<file path="src/rtl/perf_event_counter.sv">
// Performance-monitor counter bank: NUM_CH event counters plus a cycle counter,
// with snapshot bank, sticky overflow and a 1-cycle read port. Optional threshold flags under PERF_THRESH_EN.
module perf_event_counter #(
  parameter int NUM_CH   = 4,
  parameter int CNT_W    = 32,
  parameter int SAT_MODE = 0,
  localparam int SEL_W   = $clog2(NUM_CH + 1)
) (
  input  logic              clk_i,
  input  logic              rst_i,
  input  logic              en_i,
  input  logic              clr_i,
  input  logic [NUM_CH-1:0] evt_i,
  input  logic              snap_i,
  input  logic              rd_req_i,
  input  logic [SEL_W-1:0]  rd_sel_i,
  input  logic              rd_snap_i,
  input  logic [CNT_W-1:0]  thresh_i,
  output logic              rd_valid_o,
  output logic [CNT_W-1:0]  rd_data_o,
  output logic [NUM_CH:0]   ovf_o,
  output logic [NUM_CH-1:0] thr_hit_o
);

  localparam logic [CNT_W-1:0] CNT_MAX = '1;

  // Index NUM_CH is the cycle counter; it sees a constant-1 event.
  logic [CNT_W-1:0] cnt_q   [NUM_CH+1];
  logic [CNT_W-1:0] snap_q  [NUM_CH+1];
  logic [CNT_W-1:0] cnt_inc [NUM_CH+1];
  logic [NUM_CH:0]  inc;
  logic [NUM_CH:0]  at_max;
  logic [NUM_CH:0]  ovf_q;

  always_comb begin
    inc = {(NUM_CH + 1){en_i}} & {1'b1, evt_i};
    for (int k = 0; k <= NUM_CH; k++) begin
      at_max[k]  = (cnt_q[k] == CNT_MAX);
      cnt_inc[k] = at_max[k] ? ((SAT_MODE != 0) ? CNT_MAX : '0) : cnt_q[k] + CNT_W'(1);
    end
  end

  // Snapshot captures pre-edge values, so it is independent of clear and increment.
  always_ff @(posedge clk_i or posedge rst_i) begin
    if (rst_i) begin
      for (int k = 0; k <= NUM_CH; k++) begin
        cnt_q[k]  <= '0;
        snap_q[k] <= '0;
      end
      ovf_q <= '0;
    end else begin
      for (int k = 0; k <= NUM_CH; k++) begin
        if (snap_i) snap_q[k] <= cnt_q[k];
        if (clr_i) begin
          cnt_q[k] <= '0;
          ovf_q[k] <= 1'b0;
        end else if (inc[k]) begin
          cnt_q[k] <= cnt_inc[k];
          if (at_max[k]) ovf_q[k] <= 1'b1;
        end
      end
    end
  end

  assign ovf_o = ovf_q;

  // Read port: valid-only, no ready. A request sampled on an edge returns the
  // pre-edge register value with rd_valid_o high for exactly the following cycle.
  logic             sel_ok;
  logic [CNT_W-1:0] rd_word;
  logic             rd_valid_q;
  logic [CNT_W-1:0] rd_data_q;

  always_comb begin
    sel_ok  = (rd_sel_i <= SEL_W'(NUM_CH));
    rd_word = '0;
    if (sel_ok) rd_word = rd_snap_i ? snap_q[rd_sel_i] : cnt_q[rd_sel_i];
  end

  always_ff @(posedge clk_i or posedge rst_i) begin
    if (rst_i) begin
      rd_valid_q <= 1'b0;
      rd_data_q  <= '0;
    end else begin
      rd_valid_q <= rd_req_i;
      if (rd_req_i) rd_data_q <= rd_word;
    end
  end

  assign rd_valid_o = rd_valid_q;
  assign rd_data_o  = rd_data_q;

`ifdef PERF_THRESH_EN
  logic [NUM_CH-1:0] thr_q;

  always_ff @(posedge clk_i or posedge rst_i) begin
    if (rst_i) begin
      thr_q <= '0;
    end else if (clr_i) begin
      thr_q <= '0;
    end else begin
      for (int k = 0; k < NUM_CH; k++) begin
        if (inc[k] && (thresh_i != '0) && (cnt_inc[k] >= thresh_i)) thr_q[k] <= 1'b1;
      end
    end
  end

  assign thr_hit_o = thr_q;
`else
  logic unused_thresh;
  assign unused_thresh = ^thresh_i;
  assign thr_hit_o     = '0;
`endif

endmodule
</file>
<file path="config.mk">
export PLATFORM = sky130hd
export DESIGN_NAME = perf_event_counter
export DESIGN_NICKNAME = d
export VERILOG_FILES = /design/src/rtl/perf_event_counter.sv
export SDC_FILE = /design/constraint.sdc
export NUM_CORES = 1
export LEC_CHECK = 0
export ABC_CLOCK_PERIOD_IN_PS = 20600
export CAP_MARGIN = 20
export CELL_PAD_IN_SITES_DETAIL_PLACEMENT = 1
export CELL_PAD_IN_SITES_GLOBAL_PLACEMENT = 2
export CORE_ASPECT_RATIO = 2
export CORE_MARGIN = 2
export CORE_UTILIZATION = 47
export CTS_CLUSTER_DIAMETER = 60
export DETAILED_ROUTE_END_ITERATION = 7
export DONT_BUFFER_PORTS = 1
export PLACE_DENSITY = 0.95
export SYNTH_ARGS = -nofsm -noshare
export SYNTH_HDL_FRONTEND = slang
export SYNTH_SLANG_ARGS = --single-unit
</file>
<file path="constraint.sdc">
create_clock -name clk_i -period 20.6 [get_ports clk_i]
set_input_delay 4.12 -clock clk_i [delete_from_list [all_inputs] [get_ports clk_i]]
set_output_delay 4.12 -clock clk_i [all_outputs]
set_load 0.01 [all_outputs]
</file>
==> metrics.csv, run 1 <==
stage;metric;value;unit
power_and_ir_drop;sequential share of power;50.4;%
clocking;post_cts resized;0;
timing;Max Clock Freq;170;MHz
cells_and_area;fraction of layout cells with a size suffix above 1;18.8;%
run_status;outcome;finished, final reports clean;
power_and_ir_drop;P_leak;8.48;nW
placement;IO Port Bufs;0;
setup_path;delay-heaviest family, CP;buffers and inverters;
setup_path;Slowest-stage cell, CP;buf_4;
timing;clock skew;16.4;ps
timing;Slew @ Worst Pin;965;ps
routing;DR iter-0 viols;488;
clocking;CTS root buffer;clkbuf_16;
yosys;Post-Syn Area;18100;sq um
clocking;TritonCTS clock tree;done;
setup_path;CP Launch Type;input port;
yosys;Synth Area in Compound Gates;8.27;%
die;die footprint;40300;sq um
setup_path;Crit. End Element;async pin;
yosys;top_reg_cell synth;dfrtp_1;
die;# rows;101;
clocking;Worst-Skew Late Latency;580;ps
global_routing;largest net degree at the start of global routing;177;
die;core area;38000;sq um
die;num ports;88;
routing;drt pass-1 iters;4;
power_and_ir_drop;Max IR drop VDD;0.0518;mV
timing;period utilization;28.5;%
power_and_ir_drop;switching share of power;22.6;%
global_routing;total grt overflow;0;
yosys;Syn Inst Count;1628;
global_routing;initial antenna violation count;0;
timing;final hold vios;0;
cells_and_area;Filler cells;3952;
setup_path;worst reg2reg path depth;6;
clocking;postcts setup bufs;0;
job;max cap viols;0;
die;Initial Utilization;47.7;%
placement;routability cong.;0.821;
clocking;hold buffers post-CTS;0;
setup_path;r2r endpoint;cnt_q[68]$_DFFE_PP0P_;
min_path;Hold Path Cell Cnt;1;
yosys;largest family of logic cells by synthesized area;multiplexers;
cells_and_area;post-layout net count;1623;
yosys;Yosys reg bits;358;
die;Die Ht;282;um
setup_path;WS Path Type;in -> async;
yosys;Post-synth EDFFs;0;
clocking;H-tree levels;1;
setup_path;max incr delay on CP;860;ps
routing;routed vias/inst;6.07;
yosys;Synth warnings;0;
clocking;Clock transition at path regs;70;ps
yosys;Post-Synth XOR/XNOR Area;6.42;%
yosys;syn avg cell area;11.1;sq um
routing;WL/cell;23.3;um
timing;aggregate negative setup slack;0;ps
setup_path;FF-to-FF setup slack;17670;ps
setup_path;cell chain of the critical path;inv_8, buf_12, buf_4;
power_and_ir_drop;P_sw;0.321;mW
global_routing;first-pass GRT wire length;79200;um
timing;RSZ-0062 raised after global routing;false;
timing;Slew Limit Fails;0;
setup_path;Reg2Reg Launch Point;cnt_q[77]$_DFFE_PP0P_;
cells_and_area;Antenna Cells;0;
die;Die X;143;um
yosys;multiplexer share of the synthesized area;17.5;%
global_routing;GRT Overall Usage;25.1;%
min_path;Hold Path Class;reg -> reg;
power_and_ir_drop;Gate power share;4.3;%
placement;Place WS;14020;ps
yosys;adder-cell share of the synthesized area;0.345;%
yosys;FFs w/ async S/R, synth;100;%
clocking;CTS Buffer Depth;3;
yosys;Unique masters post-synth;64;
power_and_ir_drop;Power Internal;1.10;mW
timing;worst rel slew slack;35.7;%
power_and_ir_drop;clock share of power;45.3;%
timing;fin crit period;5880;ps
timing;final setup vio count;0;
setup_path;critical-path maximum fanout;176;
min_path;critical hold path startpoint;snap_q[37]$_DFFE_PP0P_;
yosys;Synth Area in Simple Gates;14.2;%
routing;ANT nets after route;0;
setup_path;critical path arrival;6460;ps
timing;Worst Slack Setup Final;14720;ps
cells_and_area;commonest non-fill, non-tap cells in the layout;dfrtp_1, nor2_1, mux2_2;
yosys;Seq/Total Area, Yosys;49.4;%
routing;Detailed Route WL;49300;um
global_routing;number of global-route vias before repair;14159;
setup_path;Worst Path Buf+Inv;3;
cells_and_area;most common cell after layout, fill and taps aside;dfrtp_1;
routing;drt drc;0;
setup_path;CP Data Required Time;21180;ps
min_path;Hold Path Sink;snap_q[37]$_DFFE_PP0P_;
routing;Vias;12808;
clocking;CTS Buf Count;31;
clocking;clk sinks;358;
cells_and_area;Area Overhead vs Synth;7.86;%
placement;post-detail-place hpwl;33200;um
power_and_ir_drop;Power Density;72.7;nW/um^2
==> stage by stage <==
stage               hold WS [ps]  power (mW)  util (%)  instance area, sq um  std cells
finish                       504        1.42      51.4                 19600       2110
global route                 520        1.46      51.4                 19600       2110
CTS                          508        1.43      51.4                 19500       2109
detailed placement           493       0.792      48.5                 18500       2053
global placement             483       0.788      48.4                 18400       2051
floorplan                    473       0.792         -                 18100       1631
==> routing by layer <==
metal | global-route usage, % | part of all wire [%] | vias up
met5 | 0 | 0 | -
li1 | - | - | 5721
met1 | 27.6 | 36 | 6763
met3 | 2.48 | 3.2 | 99
met2 | 48.4 | 57 | 225
met4 | 10.4 | 4.1 | 0
==> how the worst max path moves through the flow <==
stage / startpoint / to / slack [ps] / cells after the start
6_report: rst_i / cnt_q[117]$_DFFE_PP0P_ / 14720 / 3
5_1_grt: rst_i / cnt_q[117]$_DFFE_PP0P_ / 14340 / 3
4_1_cts: rst_i / cnt_q[117]$_DFFE_PP0P_ / 14600 / 3
3_5_place_dp: rst_i / cnt_q[117]$_DFFE_PP0P_ / 14020 / 3
3_3_place_gp: rst_i / cnt_q[117]$_DFFE_PP0P_ / 14110 / 3
2_1_floorplan: rst_i / cnt_q[0]$_DFFE_PP0P_ / 6550 / 1
==> cells by family (layout without fill, tap and decap cells) <==
family,Yosys count,after routing
buffers and inverters,163,127
AND/OR/NAND/NOR,488,488
multiplexers,257,257
adder cells (fa/ha/maj),5,5
XOR/XNOR,133,133
AO/OA/AOI/OAI,223,223
flip-flops,358,358
other,1,4
==> cells in the mapped netlist (19+ instances only) <==
library cell / n / area share, %
a21o_1: 33 / 1.4
a21oi_1: 52 / 1.4
a221oi_1: 31 / 1.5
and4_1: 19 / 0.92
buf_2: 36 / 0.99
clkbuf_1: 52 / 1.1
dfrtp_1: 358 / 49
inv_1: 55 / 1.1
mux2_2: 161 / 10
mux2i_1: 64 / 3.5
mux4_2: 32 / 4.0
nand2_1: 76 / 1.6
nand3_1: 52 / 1.4
nand4_1: 49 / 1.7
nor2_1: 170 / 3.5
nor3_1: 26 / 0.72
o22ai_1: 62 / 2.1
xnor2_1: 69 / 3.3
xor2_1: 64 / 3.1
==> layout make-up <==
cell class / instances / area (sq um) / area share [%]
sequential: 358 / 8960 / 45.8
inverter: 55 / 214 / 1.09
clock inverter: 18 / 245 / 1.25
timing repair buffer: 16 / 155 / 0.793
clock buffer: 38 / 852 / 4.36
multi-input combinational: 1110 / 8490 / 43.4
tap: 515 / 644 / 3.29
==> registers in the layout (all words and copies together), names as in the netlist <==
name        flops
rd_data_o      32
cnt_q         160
rd_valid_o      1
snap_q        160
ovf_o           5
==> power groups by stage <==
stage	logic (mW)	clock network [mW]	registers, mW
after global placement	0.0587	0	0.730
after detailed placement	0.0615	0	0.730
final	0.0612	0.644	0.716
after CTS	0.0620	0.656	0.716
after floorplan	0.0638	0	0.728
after global routing	0.0675	0.680	0.717
No activity file was read; power rests on OpenSTA's default activity.
==> run 2, diff against run 1 <==
==> config.mk (replaced) <==
export PLATFORM = sky130hd
export DESIGN_NAME = perf_event_counter
export DESIGN_NICKNAME = d
export VERILOG_FILES = /design/src/rtl/perf_event_counter.sv
export SDC_FILE = /design/constraint.sdc
export NUM_CORES = 1
export LEC_CHECK = 0
export ABC_CLOCK_PERIOD_IN_PS = 5700
export CAP_MARGIN = 20
export CELL_PAD_IN_SITES_DETAIL_PLACEMENT = 1
export CELL_PAD_IN_SITES_GLOBAL_PLACEMENT = 2
export CORE_ASPECT_RATIO = 2
export CORE_MARGIN = 2
export CORE_UTILIZATION = 43
export CTS_CLUSTER_DIAMETER = 60
export DETAILED_ROUTE_END_ITERATION = 7
export DONT_BUFFER_PORTS = 1
export PLACE_DENSITY = 0.89
export SYNTH_ARGS = -nofsm -noshare
export SYNTH_HDL_FRONTEND = slang
export SYNTH_SLANG_ARGS = --single-unit
==> constraint.sdc (replaced) <==
create_clock -name clk_i -period 5.7 [get_ports clk_i]
set_input_delay 1.14 -clock clk_i [delete_from_list [all_inputs] [get_ports clk_i]]
set_output_delay 1.14 -clock clk_i [all_outputs]
set_load 0.01 [all_outputs]
==> run 2 against run 1 <==
Effect of this change:
- hold slack worse by 2.0 ps
- final cell count is 1.3% higher
- die area is 9.1% higher
- via count up 0.12%
- register-to-register slack lost 15000 ps
- non-clock buffer count fell by 2
- core utilization shrank 4.2 points
- flip-flop and latch count did not move
- critical endpoint is now cnt_q[72]$_DFFE_PP0P_
==> metrics.csv, run 2 (same netlist as run 1, synthesis figures left out) <==
stage;metric;value;unit
run_status;outcome;finished, final reports clean;
clocking;hold buffers post-CTS;0;
power_and_ir_drop;Power Density;269;nW/um^2
clocking;H-tree levels;2;
timing;final setup vio count;0;
global_routing;largest net degree at the start of global routing;183;
die;Die X;149;um
die;core area;41800;sq um
routing;routed vias/inst;6.00;
cells_and_area;commonest non-fill, non-tap cells in the layout;dfrtp_1, nor2_1, mux2_2;
job;max cap viols;0;
timing;worst rel slew slack;19.0;%
routing;WL/cell;23.4;um
routing;drt pass-1 iters;4;
setup_path;max incr delay on CP;640;ps
routing;Detailed Route WL;50000;um
cells_and_area;post-layout net count;1624;
timing;aggregate negative setup slack;0;ps
global_routing;number of global-route vias before repair;14250;
clocking;Worst-Skew Late Latency;530;ps
min_path;Hold Path Cell Cnt;1;
die;num ports;88;
timing;final hold vios;0;
setup_path;WS Path Type;reg -> reg;
timing;Max Clock Freq;346;MHz
die;Initial Utilization;43.4;%
clocking;clk sinks;358;
routing;Vias;12824;
cells_and_area;fraction of layout cells with a size suffix above 1;18.8;%
routing;drt drc;0;
global_routing;GRT Overall Usage;23.3;%
clocking;Clock transition at path regs;70;ps
setup_path;FF-to-FF setup slack;2810;ps
min_path;critical hold path startpoint;snap_q[35]$_DFFE_PP0P_;
global_routing;first-pass GRT wire length;79500;um
cells_and_area;most common cell after layout, fill and taps aside;dfrtp_1;
placement;post-detail-place hpwl;33400;um
placement;IO Port Bufs;0;
setup_path;worst reg2reg path depth;6;
clocking;postcts setup bufs;0;
setup_path;cell chain of the critical path;and4_1, nand3_1, nor4_2, a21o_1, buf_16, nor2_1;
timing;Slew @ Worst Pin;1210;ps
setup_path;r2r endpoint;cnt_q[72]$_DFFE_PP0P_;
setup_path;CP Data Required Time;6120;ps
placement;Place WS;2720;ps
setup_path;Slowest-stage cell, CP;a21o_1;
setup_path;Crit. End Element;flip-flop;
cells_and_area;Area Overhead vs Synth;8.74;%
setup_path;CP Launch Type;flip-flop;
min_path;Hold Path Class;reg -> reg;
min_path;Hold Path Sink;snap_q[35]$_DFFE_PP0P_;
clocking;TritonCTS clock tree;done;
placement;routability cong.;0.815;
timing;period utilization;50.7;%
cells_and_area;Filler cells;4445;
power_and_ir_drop;Max IR drop VDD;0.148;mV
die;Die Ht;294;um
clocking;CTS Buffer Depth;3;
setup_path;critical-path maximum fanout;16;
setup_path;Reg2Reg Launch Point;cnt_q[77]$_DFFE_PP0P_;
cells_and_area;Antenna Cells;0;
power_and_ir_drop;P_leak;8.53;nW
die;die footprint;43900;sq um
timing;Worst Slack Setup Final;2810;ps
global_routing;total grt overflow;0;
setup_path;critical path arrival;3310;ps
die;# rows;106;
routing;ANT nets after route;0;
timing;fin crit period;2890;ps
routing;DR iter-0 viols;549;
global_routing;initial antenna violation count;0;
timing;RSZ-0062 raised after global routing;false;
clocking;CTS root buffer;clkbuf_16;
power_and_ir_drop;Tot Pwr;5.30;mW
clocking;post_cts resized;0;
timing;clock skew;16.5;ps
clocking;CTS Buf Count;34;
timing;Slew Limit Fails;0;
run 2: cell types whose count changed in the layout (fill, tap and decap cells not counted), sizes merged:
cell / before / now
clkinvlp: 2 / 1
buf: 16 / 14
clkinv: 10 / 5
clkbuf: 38 / 52
inv: 55 / 54
bufinv: 6 / 4
run 2: power by group:
part           internal, mW  switching (mW)
Clock                  1.48            1.00
Sequential             2.56          0.0277
Combinational        0.0893           0.133
run 2: worst max path at each step:
stage | from | to | slack, ps | cells after the start
floorplan | rst_i | cnt_q[0]$_DFFE_PP0P_ | -240 | 1
global placement | cnt_q[77]$_DFFE_PP0P_ | cnt_q[69]$_DFFE_PP0P_ | 2670 | 5
detailed placement | en_i | cnt_q[45]$_DFFE_PP0P_ | 2720 | 5
CTS | cnt_q[77]$_DFFE_PP0P_ | cnt_q[72]$_DFFE_PP0P_ | 2810 | 6
global route | cnt_q[77]$_DFFE_PP0P_ | cnt_q[72]$_DFFE_PP0P_ | 2660 | 6
finish | cnt_q[77]$_DFFE_PP0P_ | cnt_q[72]$_DFFE_PP0P_ | 2810 | 6
run 2: cell type report:
| class | count | area (sq um) | share of cell area, % |
|---|---|---|---|
| sequential | 358 | 8960 | 45.4 |
| multi-input combinational | 1110 | 8500 | 43.1 |
| clock buffer | 52 | 1070 | 5.44 |
| tap | 540 | 676 | 3.43 |
| inverter | 55 | 210 | 1.07 |
| timing repair buffer | 14 | 165 | 0.837 |
| clock inverter | 9 | 145 | 0.736 |
run 2: through the flow:
stage	util [%]	hold WS, ps	cell area (sq um)	cells
CTS	47.2	509	19700	2138
global route	47.2	521	19700	2138
global placement	44.2	483	18400	2074
floorplan	-	473	18200	1631
detailed placement	44.3	495	18500	2077
finish	47.2	502	19700	2138
run 2: critical path, delay by kind of cell, from the launching register on:
| kind | cells | cell delay (ps) |
|---|---|---|
| simple gates | 4 | 1410 |
| compound gates | 1 | 640 |
| flops | 1 | 490 |
| buf+inv | 1 | 230 |
run 2: routing by layer:
metal | routed length, um | global-route usage [%] | vias to the layer above
li1 | - | - | 5727
met1 | 17700 | 24.3 | 6734
met5 | 0 | 0 | -
met4 | 2500 | 11.1 | 0
met3 | 1820 | 3.07 | 119
met2 | 28000 | 44.9 | 244
==> run 3, diff against run 2 <==
==> config.mk (replaced) <==
export PLATFORM = sky130hd
export DESIGN_NAME = perf_event_counter
export DESIGN_NICKNAME = d
export VERILOG_FILES = /design/src/rtl/perf_event_counter.sv
export SDC_FILE = /design/constraint.sdc
export NUM_CORES = 1
export LEC_CHECK = 0
export ABC_CLOCK_PERIOD_IN_PS = 2450
export CAP_MARGIN = 20
export CELL_PAD_IN_SITES_DETAIL_PLACEMENT = 1
export CELL_PAD_IN_SITES_GLOBAL_PLACEMENT = 2
export CORE_ASPECT_RATIO = 2
export CORE_MARGIN = 2
export CORE_UTILIZATION = 39
export CTS_CLUSTER_DIAMETER = 60
export DETAILED_ROUTE_END_ITERATION = 7
export DONT_BUFFER_PORTS = 1
export PLACE_DENSITY = 0.86
export SYNTH_ARGS = -nofsm -noshare
export SYNTH_HDL_FRONTEND = slang
export SYNTH_SLANG_ARGS = --single-unit
==> constraint.sdc (replaced) <==
create_clock -name clk_i -period 2.45 [get_ports clk_i]
set_input_delay 0.49 -clock clk_i [delete_from_list [all_inputs] [get_ports clk_i]]
set_output_delay 0.49 -clock clk_i [all_outputs]
set_load 0.01 [all_outputs]
==> run 3 against run 2 <==
Effect of this change:
- flip-flop and latch count stayed put
- non-clock buffer count is 52 higher
- clock-buffer cell count decreased by 7
- routed wire length up 1.9%
- critical path type unchanged
- sequential share of layout area is 0.86 points lower
- first-iteration DRC count decreased by 5.1%
==> metrics.csv, run 3 (same netlist as run 1, synthesis figures left out) <==
stage;metric;value;unit
timing;Slew Limit Fails;0;
power_and_ir_drop;Power Internal;9.21;mW
setup_path;FF-to-FF setup slack;200;ps
die;die footprint;48400;sq um
die;Die Ht;309;um
clocking;Worst-Skew Late Latency;600;ps
routing;drt pass-1 iters;5;
cells_and_area;most common cell after layout, fill and taps aside;dfrtp_1;
min_path;critical hold path startpoint;rd_req_i;
die;# rows;111;
power_and_ir_drop;switching share of power;22.6;%
timing;period utilization;91.9;%
power_and_ir_drop;P_sw;2.70;mW
setup_path;CP Data Required Time;2920;ps
timing;RSZ-0062 raised after global routing;false;
global_routing;initial antenna violation count;0;
timing;final setup vio count;0;
global_routing;first-pass GRT wire length;81100;um
clocking;CTS root buffer;clkbuf_16;
routing;WL/cell;23.0;um
timing;Final Hold Slack;23.5;ps
routing;DR iter-0 viols;521;
global_routing;number of global-route vias before repair;14301;
min_path;Hold Path Sink;rd_data_o[23]$_DFFE_PP0P_;
power_and_ir_drop;sequential share of power;50.5;%
setup_path;cell chain of the critical path;and4_1, nand4_1, nor4_2, a21o_1, buf_12, nor2_1;
setup_path;Worst Path Buf+Inv;1;
placement;Inst Count DP;2151;
setup_path;critical path depth in cells;6;
cells_and_area;end-of-flow core utilization;43.9;%
timing;final hold vios;0;
timing;Slew @ Worst Pin;1000;ps
setup_path;Reg2Reg Launch Point;cnt_q[75]$_DFFE_PP0P_;
setup_path;WS Path Type;reg -> reg;
power_and_ir_drop;Power Density;592;nW/um^2
cells_and_area;Antenna Cells;0;
routing;Detailed Route WL;51000;um
clocking;TritonCTS clock tree;done;
placement;post-detail-place hpwl;35400;um
min_path;Hold Path Cell Cnt;1;
global_routing;GRT Overall Usage;21.5;%
clocking;Clock transition at path regs;70;ps
routing;routed vias/inst;5.85;
cells_and_area;fraction of layout cells with a size suffix above 1;21.0;%
setup_path;max incr delay on CP;590;ps
timing;worst rel slew slack;32.9;%
timing;Max Clock Freq;444;MHz
global_routing;total grt overflow;0;
cells_and_area;Area Overhead vs Synth;10.8;%
power_and_ir_drop;Max IR drop VDD;0.573;mV
routing;drt drc;0;
die;num ports;88;
clocking;CTS Buffer Depth;3;
setup_path;worst reg2reg path depth;6;
routing;ANT nets after route;0;
routing;Vias;12945;
power_and_ir_drop;P_leak;8.77;nW
setup_path;CP Launch Type;flip-flop;
cells_and_area;Final Non-Filler Cells;2211;
setup_path;r2r endpoint;cnt_q[77]$_DFFE_PP0P_;
min_path;Hold Path Class;in -> reg;
cells_and_area;commonest non-fill, non-tap cells in the layout;dfrtp_1, nor2_1, mux2_2;
power_and_ir_drop;clock share of power;44.6;%
clocking;CTS Buf Count;31;
setup_path;Slowest-stage cell, CP;nor4_2;
timing;clock skew;20.2;ps
setup_path;Crit. End Element;flip-flop;
run_status;outcome;finished, final reports clean;
power_and_ir_drop;Tot Pwr;11.9;mW
die;core area;45800;sq um
placement;routability cong.;0.799;
cells_and_area;Finished Cell Area;20100;sq um
placement;IO Port Bufs;0;
global_routing;largest net degree at the start of global routing;161;
setup_path;critical path arrival;2720;ps
clocking;post_cts resized;0;
power_and_ir_drop;Gate power share;4.9;%
die;Initial Utilization;39.6;%
cells_and_area;post-layout net count;1673;
setup_path;delay-heaviest family, CP;simple AND/OR/NAND/NOR gates;
setup_path;critical-path maximum fanout;29;
clocking;hold buffers post-CTS;3;
die;Die X;156;um
clocking;clk sinks;358;
clocking;H-tree levels;1;
timing;fin crit period;2250;ps
job;max cap viols;0;
placement;Placed Area;19000;sq um
clocking;postcts setup bufs;0;
-- run 3: through the flow --
step	setup slack [ps]	TNS, ps
2_1_floorplan	-2840	-1016110
3_3_place_gp	315	0
3_5_place_dp	239	0
4_1_cts	145	0
5_1_grt	115	0
6_report	198	0
-- run 3: metal layers --
layer | wire (um) | track usage (%) | vias to the layer above
li1 | - | - | 5824
met1 | 18500 | 22.5 | 6809
met2 | 29300 | 43.2 | 216
met3 | 1530 | 2.49 | 96
met4 | 1660 | 7.45 | 0
met5 | 0 | 0 | -
-- run 3: how the worst max path moves through the flow --
stage,from,to,slack [ps]
6_report,cnt_q[75]$_DFFE_PP0P_,cnt_q[77]$_DFFE_PP0P_,200
5_1_grt,cnt_q[75]$_DFFE_PP0P_,cnt_q[70]$_DFFE_PP0P_,120
4_1_cts,cnt_q[75]$_DFFE_PP0P_,cnt_q[77]$_DFFE_PP0P_,140
3_5_place_dp,cnt_q[75]$_DFFE_PP0P_,cnt_q[77]$_DFFE_PP0P_,240
3_3_place_gp,cnt_q[68]$_DFFE_PP0P_,cnt_q[68]$_DFFE_PP0P_,320
2_1_floorplan,rst_i,cnt_q[0]$_DFFE_PP0P_,-2840
-- run 3: layout make-up --
| class | instances | area [sq um] |
|---|---|---|
| Fill cell | 4867 | 25700 |
| Sequential cell | 358 | 8960 |
| Multi-Input combinational cell | 1110 | 8490 |
| Clock buffer | 45 | 918 |
| Tap cell | 565 | 707 |
| Timing Repair Buffer | 66 | 653 |
| Inverter | 55 | 210 |
| Clock inverter | 12 | 164 |
-- run 3: power groups by stage --
stage,sequential (mW),clock [mW],combinational (mW)
after global routing,6.02,5.66,0.637
after global placement,6.13,0,0.559
final,6.02,5.31,0.581
after floorplan,6.12,0,0.538
after detailed placement,6.13,0,0.574
after CTS,6.02,5.45,0.592
